`src/rtl/stopwatch_datapath_pkg.sv`:
```
// -----------------------------------------------------------------------------
// stopwatch_datapath_pkg
// Definitions shared by the stopwatch timekeeping stage and the FND display
// controller downstream of it:
//   - run/stop/clear FSM state encoding
//   - widths of the hour/min/sec/csec fields
//   - bit offsets of each field inside the packed 24-bit time word
// -----------------------------------------------------------------------------
package stopwatch_datapath_pkg;

    // FSM state encoding
    localparam logic [1:0] ST_STOP  = 2'd0;
    localparam logic [1:0] ST_RUN   = 2'd1;
    localparam logic [1:0] ST_CLEAR = 2'd2;

    // Field widths
    localparam int unsigned HOUR_W = 5;
    localparam int unsigned MIN_W  = 6;
    localparam int unsigned SEC_W  = 6;
    localparam int unsigned CSEC_W = 7;

    // Packed time word layout: {hour, min, sec, csec}
    localparam int unsigned TIME_W   = 24;
    localparam int unsigned HOUR_LSB = 19;
    localparam int unsigned MIN_LSB  = 13;
    localparam int unsigned SEC_LSB  = 7;
    localparam int unsigned CSEC_LSB = 0;

endpackage

```
`src/rtl/stopwatch_datapath_time_counter.sv`:
```
// -----------------------------------------------------------------------------
// stopwatch_datapath_time_counter
// Parameterised mod-N counter used as one stage of the time cascade.
// Ports:
//   clk    in      system clock
//   reset  in      asynchronous, active-high reset
//   inc    in      advance by one (wraps N-1 -> 0)
//   clr    in      synchronous zero, takes priority over inc
//   value  out [W] current count, always in 0..N-1
//   carry  out     high when inc arrives while value == N-1
// -----------------------------------------------------------------------------
module stopwatch_datapath_time_counter #(
    parameter int unsigned N = 10,
    parameter int unsigned W = 4
) (
    input  logic         clk,
    input  logic         reset,
    input  logic         inc,
    input  logic         clr,
    output logic [W-1:0] value,
    output logic         carry
);

    logic at_max;

    assign at_max = (value == W'(N - 1));
    assign carry  = inc && at_max;

    always_ff @(posedge clk or posedge reset) begin
        if (reset) begin
            value <= '0;
        end else if (clr) begin
            value <= '0;
        end else if (inc) begin
            value <= at_max ? '0 : value + 1'b1;
        end
    end

endmodule

```
`src/rtl/stopwatch_datapath.sv`:
```
// -----------------------------------------------------------------------------
// stopwatch_datapath
// Stopwatch timekeeping stage: divides the system clock to a 1/100 s tick and
// runs a csec -> sec -> min -> hour counter cascade under a run/stop/clear FSM.
// Ports:
//   clk          in       system clock (100 MHz)
//   reset        in       asynchronous, active-high reset
//   i_run_stop   in       one-cycle pulse, toggles run/stop
//   i_clear      in       one-cycle pulse, zeroes time (only while stopped)
//   o_time_data  out [24] {hour[4:0], min[5:0], sec[5:0], csec[6:0]}
//   o_running    out      high while running
//   o_tick       out      one-cycle pulse, aligned with each new time value
// -----------------------------------------------------------------------------
module stopwatch_datapath
    import stopwatch_datapath_pkg::*;
#(
    parameter int unsigned TICK_DIV = 1_000_000,
    parameter int unsigned CSEC_MAX = 100,
    parameter int unsigned SEC_MAX  = 60,
    parameter int unsigned MIN_MAX  = 60,
    parameter int unsigned HOUR_MAX = 24
) (
    input  logic              clk,
    input  logic              reset,
    input  logic              i_run_stop,
    input  logic              i_clear,
    output logic [TIME_W-1:0] o_time_data,
    output logic              o_running,
    output logic              o_tick
);

    localparam int unsigned DIV_W = (TICK_DIV > 1) ? $clog2(TICK_DIV) : 1;

    logic [1:0]       state;
    logic [1:0]       state_next;
    logic [DIV_W-1:0] div;
    logic             tick;
    logic             clr_cnt;

    logic [CSEC_W-1:0] csec;
    logic [SEC_W-1:0]  sec;
    logic [MIN_W-1:0]  min;
    logic [HOUR_W-1:0] hour;
    logic              csec_carry;
    logic              sec_carry;
    logic              min_carry;
    logic              unused_day_carry;

    // FSM: clear beats run_stop in STOP, run_stop beats clear in RUN
    always_comb begin
        state_next = state;
        case (state)
            ST_STOP: begin
                if (i_clear) begin
                    state_next = ST_CLEAR;
                end else if (i_run_stop) begin
                    state_next = ST_RUN;
                end
            end
            ST_RUN: begin
                if (i_run_stop) begin
                    state_next = ST_STOP;
                end
            end
            ST_CLEAR: state_next = ST_STOP;
            default:  state_next = ST_STOP;
        endcase
    end

    assign tick    = (state == ST_RUN) && (div == DIV_W'(TICK_DIV - 1));
    assign clr_cnt = (state == ST_CLEAR);

    // Divider holds its phase while stopped so a resume finishes the partial period
    always_ff @(posedge clk or posedge reset) begin
        if (reset) begin
            state  <= ST_STOP;
            div    <= '0;
            o_tick <= 1'b0;
        end else begin
            state  <= state_next;
            o_tick <= tick;
            if (clr_cnt) begin
                div <= '0;
            end else if (state == ST_RUN) begin
                div <= tick ? '0 : div + 1'b1;
            end
        end
    end

    assign o_running = (state == ST_RUN);

    stopwatch_datapath_time_counter #(.N(CSEC_MAX), .W(CSEC_W)) u_csec (
        .clk   (clk),
        .reset (reset),
        .inc   (tick),
        .clr   (clr_cnt),
        .value (csec),
        .carry (csec_carry)
    );

    stopwatch_datapath_time_counter #(.N(SEC_MAX), .W(SEC_W)) u_sec (
        .clk   (clk),
        .reset (reset),
        .inc   (csec_carry),
        .clr   (clr_cnt),
        .value (sec),
        .carry (sec_carry)
    );

    stopwatch_datapath_time_counter #(.N(MIN_MAX), .W(MIN_W)) u_min (
        .clk   (clk),
        .reset (reset),
        .inc   (sec_carry),
        .clr   (clr_cnt),
        .value (min),
        .carry (min_carry)
    );

    // Day wrap has no further effect
    stopwatch_datapath_time_counter #(.N(HOUR_MAX), .W(HOUR_W)) u_hour (
        .clk   (clk),
        .reset (reset),
        .inc   (min_carry),
        .clr   (clr_cnt),
        .value (hour),
        .carry (unused_day_carry)
    );

    always_comb begin
        o_time_data                          = '0;
        o_time_data[HOUR_LSB +: HOUR_W]      = hour;
        o_time_data[MIN_LSB  +: MIN_W]       = min;
        o_time_data[SEC_LSB  +: SEC_W]       = sec;
        o_time_data[CSEC_LSB +: CSEC_W]      = csec;
    end

endmodule

```
`config.mk`:
```
export PLATFORM = sky130hd
export DESIGN_NAME = stopwatch_datapath
export DESIGN_NICKNAME = d
export VERILOG_FILES = /design/src/rtl/stopwatch_datapath_pkg.sv /design/src/rtl/stopwatch_datapath_time_counter.sv /design/src/rtl/stopwatch_datapath.sv
export SDC_FILE = /design/constraint.sdc
export NUM_CORES = 1
export LEC_CHECK = 0
export ABC_AREA = 1
export ABC_CLOCK_PERIOD_IN_PS = 1750
export BUFFER_PORTS_ARGS = -buffer_cell sky130_fd_sc_hd__buf_2
export CAP_MARGIN = 10
export CORE_MARGIN = 2
export CORE_UTILIZATION = 35
export CTS_CLUSTER_SIZE = 25
export DETAILED_ROUTE_END_ITERATION = 8
export PLACE_DENSITY = 0.55
export SYNTH_ARGS = -nofsm -noshare
export SYNTH_HDL_FRONTEND = slang
export SYNTH_SLANG_ARGS = --single-unit
```
`constraint.sdc`:
```
create_clock -name clk -period 1.75 [get_ports clk]
set_clock_uncertainty 0.05 [all_clocks]
set_input_delay 0.175 -clock clk [delete_from_list [all_inputs] [get_ports clk]]
set_output_delay 0.175 -clock clk [all_outputs]
set_load 0.05 [all_outputs]
```
# == After elaboration in Yosys (flattened, before gate mapping) ==
# Index checks and enable logic that the tools add are counted.
# classes
n_mux,19
n_div,0
eq_ne,9
reduce_logical,11
multipliers,0
n_shift,0
n_addsub,5
order_cmp,0
bitwise_logic,0
# op_table
op,n
two-way mux 20 bit,3
two-way mux 6 bit,6
two-way mux 7 bit,3
"adder 20 x 1 -> 20 bit, second input constant",1
"== test 20 bit, second input constant",1
two-way mux 5 bit,3
"adder 6 x 1 -> 6 bit, second input constant",2
"== test 6 bit, second input constant",2
nonzero test 2 bit,5
"adder 7 x 1 -> 7 bit, second input constant",1
"== test 7 bit, second input constant",1
two-way mux 2 bit,3
"adder 5 x 1 -> 5 bit, second input constant",1
"== test 5 bit, second input constant",1
logical AND 1 bit,4
one-hot mux 2 bit (2 select lines),1
"!= test 3 bit, second input constant",1
"== test 2 x 1 -> 1 bit, second input constant",1
"== test 2 bit, second input constant",1
logical NOT 2 bit,1
"!= test 2 bit, second input constant",1
AND reduction 2 bit,1
# word_totals
latchBits,0
reg_bits,47
inputBits,4
romBits,0
wordCells,51
output_inout_bits,26
mem_count,0
ramBits,0

# == Logic depth before layout (Yosys ltp) ==
# depth
ltp_word,7
depth_mapped,11
mapped_depth_nobuf,10

# == Cells and area by module ==
# A second synthesis with hierarchy kept.
# hier_totals
cells_unflattened,407
area_unflattened_um2,3045.4
# by_module_without_submodules
module,instances,cells_each,area_each_um2,seq_area_each_um2
stopwatch_datapath,1,203,1564.0,575.6
stopwatch_datapath_time_counter at u_min ...,2,47,355.3,150.1
stopwatch_datapath_time_counter at u_csec,1,71,474.2,175.2
stopwatch_datapath_time_counter at u_hour,1,39,296.5,125.1

# == Least setup slack after synthesis ==
# No wires, ideal clock.
# synth_timing
path_kind,reg2reg
from,reg state[1]
to,reg u_sec.value[0]
slack_ps,-185
period_less_slack_ps,1935
t_required_ps,1580
setup_time_ps,120
path_buffers,1
stages_incl_launch_ff,11
arrival_ps,1764
cell_sequence,dfrtp_1 > inv_1 > ha_1 > nand3_1 > nor2_1 > nand3_1 > nand2_4 > nand2_2 > buf_6 > nand2_1 > o21ai_2
# synth_via
elab_chain_len,4
word_cells_on_any_way,6
classes_between,eq/ne: 2; mux: 1; reduce/logical: 3
# synth_lines
item,line,source
start: declaration,stopwatch_datapath.sv:34,logic [1:0] state;
start signal: assignment,stopwatch_datapath.sv:80,state <= state_next;
== test 2 x 1 -> 1 bit,--,
via o_running,stopwatch_datapath.sv:28,"output logic o_running,"
logical AND 1 bit,stopwatch_datapath.sv:70,assign tick = (state == ST_RUN) && (div == DIV_W'(TICK_DIV - 1));
logical AND 1 bit,stopwatch_datapath_time_counter.sv:27,assign carry = inc && at_max;
nonzero test 2 bit (no source line),--,
end signal: assignment,stopwatch_datapath_time_counter.sv:35,value <= at_max ? '0 : value + 1'b1;
end: declaration,stopwatch_datapath_time_counter.sv:20,"output logic [W-1:0] value,"
# The timed path passes the listed nets, and every way through them passes these cells.
# A chain may end at the register's enable or synchronous reset.

# == Final worst setup path ==
# layout_timing
from,reg div[1]
to,reg div[0]
# layout_via
elab_chain_len,5
# layout_lines
item,line,source
start: declaration,stopwatch_datapath.sv:36,logic [DIV_W-1:0] div;
start signal: assignment,stopwatch_datapath.sv:85,div <= tick ? '0 : div + 1'b1;
== test 20 bit,stopwatch_datapath.sv:70,
logical AND 1 bit,stopwatch_datapath.sv:70,
two-way mux 20 bit,stopwatch_datapath.sv:85,
two-way mux 20 bit,stopwatch_datapath.sv:84,end else if (state == ST_RUN) begin
two-way mux 20 bit,stopwatch_datapath.sv:82,if (clr_cnt) begin
# Every way passes these cells. The select of a mux whose other input is x is not followed.

==> flow_summary.toml <==
[status]
run_status = "complete, no violations"

[cells_and_area]
finish.utilization_pct = 45.3
num_antenna_cells = 0
layout-area-overhead-vs-synth_pct = 24.9
finish.cell_count_without_fillers = 543
num-nets-final = 452
post_route_cells_drive_above_1_share_pct = 25.2

[setup_path]
timing.critical_path.fanout_max = 7
cp-startpoint = "div[1]"
path_cells = "ha_2, nand3_1, nor2_1, nand3_2, nand2_4, clkinvlp_4, nand2_1, o21ai_1"
setup.reg_to_reg.worst_slack_ns = 0.09
worst_setup_path_start_kind = "flip-flop"
worst_path_slowest_cell = "sky130_fd_sc_hd__dfrtp_1"
class_of_the_most_critical_setup_path = "flip-flop to flip-flop"
cp-end-kind = "flip-flop"
cp_slowest_stage_delay_ns = 0.37
crit_arrival_ns = 1.80
critical_path.reg2reg.startpoint = "div[1]"
required_ns = 1.89

[worst_hold_path]
hold_class = "input pin to flip-flop"
worstHoldStart = "i_run_stop"

[timing]
max_slew_margin_pct = 66.7
tightest_slew_ns = 0.499
post-route-min-period_ns = 1.66
highest_clock_rate_mhz = 604
final-setup-viol-count = 0
final-max-slew-violation-count = 0
period_share_pct = 94.6
postLayoutSetupSlackWorst_ns = 0.0938
rsz0062_at_grt = "true"
final.setup.tns_ns = 0
finalHoldViolations = 0

[yosys]
combinational_family_with_the_most_area_after_synthesis = "simple AND/OR/NAND/NOR gates"
ys_types = 30
area_fraction_in_compound_gates_after_synthesis_pct = 6.47
fraction_of_synthesized_area_in_multiplexers_pct = 0
synth_area_leader_cell = "sky130_fd_sc_hd__dfrtp_1"
synthCells = 378
post_synth_and_or_nand_nor_area_fraction_pct = 35.5
synth-edff-count = 0
yosys_warning_total = 0
synth_top_flop_cell = "sky130_fd_sc_hd__dfrtp_1"
synth_xor_area_share_pct = 4.69
post-synth-top-area-fraction_pct = 41.9
synthArstFlopShare_pct = 100
ys_seq_area_share_pct = 41.9
post_synthesis_net_count = 390
postSynthRegisterBits = 47
post_synth_main_area_contributors = "sky130_fd_sc_hd__dfrtp_1 42%, sky130_fd_sc_hd__nand2_1 12%, sky130_fd_sc_hd__nor2_1 8.8%, sky130_fd_sc_hd__nand3_1 6.8%, sky130_fd_sc_hd__inv_1 5.5%"
postSynthAreaPerCell_um2 = 7.42
yosysMostFrequentCell = "sky130_fd_sc_hd__nand2_1"
synth_adder_area_share_pct = 3.57
netlist_area_um2 = 2800
yosys-top-cells-count = "90 x sky130_fd_sc_hd__nand2_1, 66 x sky130_fd_sc_hd__nor2_1, 47 x sky130_fd_sc_hd__dfrtp_1, 41 x sky130_fd_sc_hd__inv_1, 38 x sky130_fd_sc_hd__nand3_1"

[detailed_routing]
wire_per_inst_um = 12.2
drt.antenna.violating_nets = 0
totalWireLength_um = 6640
vias = 2567
detail_route.iter0.violations = 123
detail_route.vias_per_cell = 4.73
drt_drc_violations_left = 0
first_pass_iters = 4

[floorplanning]
top_level_ports = 30
initial_core_utilization_pct = 36.3
die-height_um = 93.5
rows = 32
die_area_um2 = 8740
fp.dieW_um = 93.5
core-area_um2 = 7730

[placement]
hpwl_um = 4800
port_buffers = 29
gpl.final_weighted_congestion = 0.854
placed_cells = 527
place_ws_ns = -0.0382

[power_and_ir_drop]
seq_power_share_pct = 39.6
power_switching_share_pct = 41.6
p_sw_w = 0.00144
internal_power_w = 0.00202
design_power_total_w = 0.00346
power.share.clock_pct = 20.5
power.leakage_nw = 1.70
power_per_cell_area_nw_per_um2 = 988
power.share.combinational_pct = 39.8
power.ir.vdd_worst_v = 0.000470

[clock_tree]
number_of_clock_sinks = 47
cts_inserted_buffers = 5
ctsRootBufferMaster = "sky130_fd_sc_hd__clkbuf_8"
cts-htree-levels = 2
clk_pin_slew_worst_paths_ns = 0.09
clk-insertion-delay-late_ns = 0.30
max-clock-path-buffers = 2
tritoncts = "done"

[grt]
grt_pass1_vias = 2407
grt_pass1_wl_um = 11200
grt_antenna_before_repair = 0
grt.total_usage_pct = 15.9
globalRouteOverflowTotal = 0
grt_max_degree = 28

[job]
maxCapViolations = 0
power groups by stage:
| stage | registers, W | clock network, W | logic, W |
|---|---|---|---|
| finish | 0.00137 | 0.000710 | 0.00138 |
| floorplan | 0.00166 | 0 | 0.000615 |
| global placement | 0.00139 | 0 | 0.00125 |
| global route | 0.00139 | 0.000774 | 0.00151 |
| CTS | 0.00137 | 0.000733 | 0.00129 |
| detailed placement | 0.00139 | 0 | 0.00125 |
cell families after synthesis:
kind of cell    Yosys count
compound gates           31
xor+xnor                 15
simple gates            226
flops                    47
buf+inv                  51
fa+ha+maj                 8
layout by cell type, fill, tap and decap left out, types with 7 or more instances in the layout:
master	netlist	layout
sky130_fd_sc_hd__dfrtp_1	47	40
sky130_fd_sc_hd__inv_1	41	35
sky130_fd_sc_hd__nand4_1	8	8
sky130_fd_sc_hd__nor2_1	66	63
sky130_fd_sc_hd__dfrtp_2	0	7
sky130_fd_sc_hd__o21ai_0	15	13
sky130_fd_sc_hd__nand2_1	90	89
sky130_fd_sc_hd__buf_2	3	29
sky130_fd_sc_hd__inv_2	2	7
sky130_fd_sc_hd__nand3_1	38	35
sky130_fd_sc_hd__xor2_1	13	13
sky130_fd_sc_hd__buf_4	0	30
what timing repair did:
item,in CTS,in global routing
hold buffers,1,0
endpoints found under the hold margin,20,0
buffers inserted,0,6
cloned,0,1
pin swaps,1,10
resized for setup,5,22
endpoints found under the setup margin,10,36
final cells by class:
cell class | instances | area (um^2)
sequential | 47 | 1180
clock buffer | 7 | 86.3
multi-input combinational | 281 | 1520
clock inverter | 1 | 8.76
inverter | 44 | 174
timing repair buffer | 61 | 400
tap | 102 | 128
fill | 777 | 4230
sequential cells by signal, summed over array words and instances, names as in the netlist:
name,count
div,20
u_hour.value,5
state,2
u_csec.value,7
u_min.value,6
o_tick,1
u_sec.value,6
metrics by stage:
| stage | hold slack [ns] | cell area (um^2) |
|---|---|---|
| 4_1_cts | 0.0457 | 3370 |
| 5_1_grt | 0.0807 | 3500 |
| 3_3_place_gp | 0.175 | 3250 |
| 6_report | 0.0504 | 3500 |
| 2_1_floorplan | 0.246 | 2830 |
| 3_5_place_dp | 0.184 | 3250 |
critical path: cells and delay by family (launching register included):
family / cells / cell delay [ns]
fa+ha+maj: 1 / 0.23
flops: 1 / 0.37
buf+inv: 1 / 0.18
compound gates: 1 / 0.06
simple gates: 5 / 0.66
worst paths after layout:
path	cells after the start	end
max	8	div[0]
min	3	state[0]
max reg2reg	8	div[0]
min reg2reg	1	div[5]
max in group asynchronous	4	u_csec.value[1]
min in group asynchronous	3	u_min.value[2]
routing by layer:
layer	vias up	track usage, %	share of wire, %
li1	1327	-	-
met1	1190	22.8	51
met2	45	25.1	45
met3	5	2.18	3.0
met4	0	4.66	1.2
met5	-	0	0
Power figures use the tool's default switching activity.
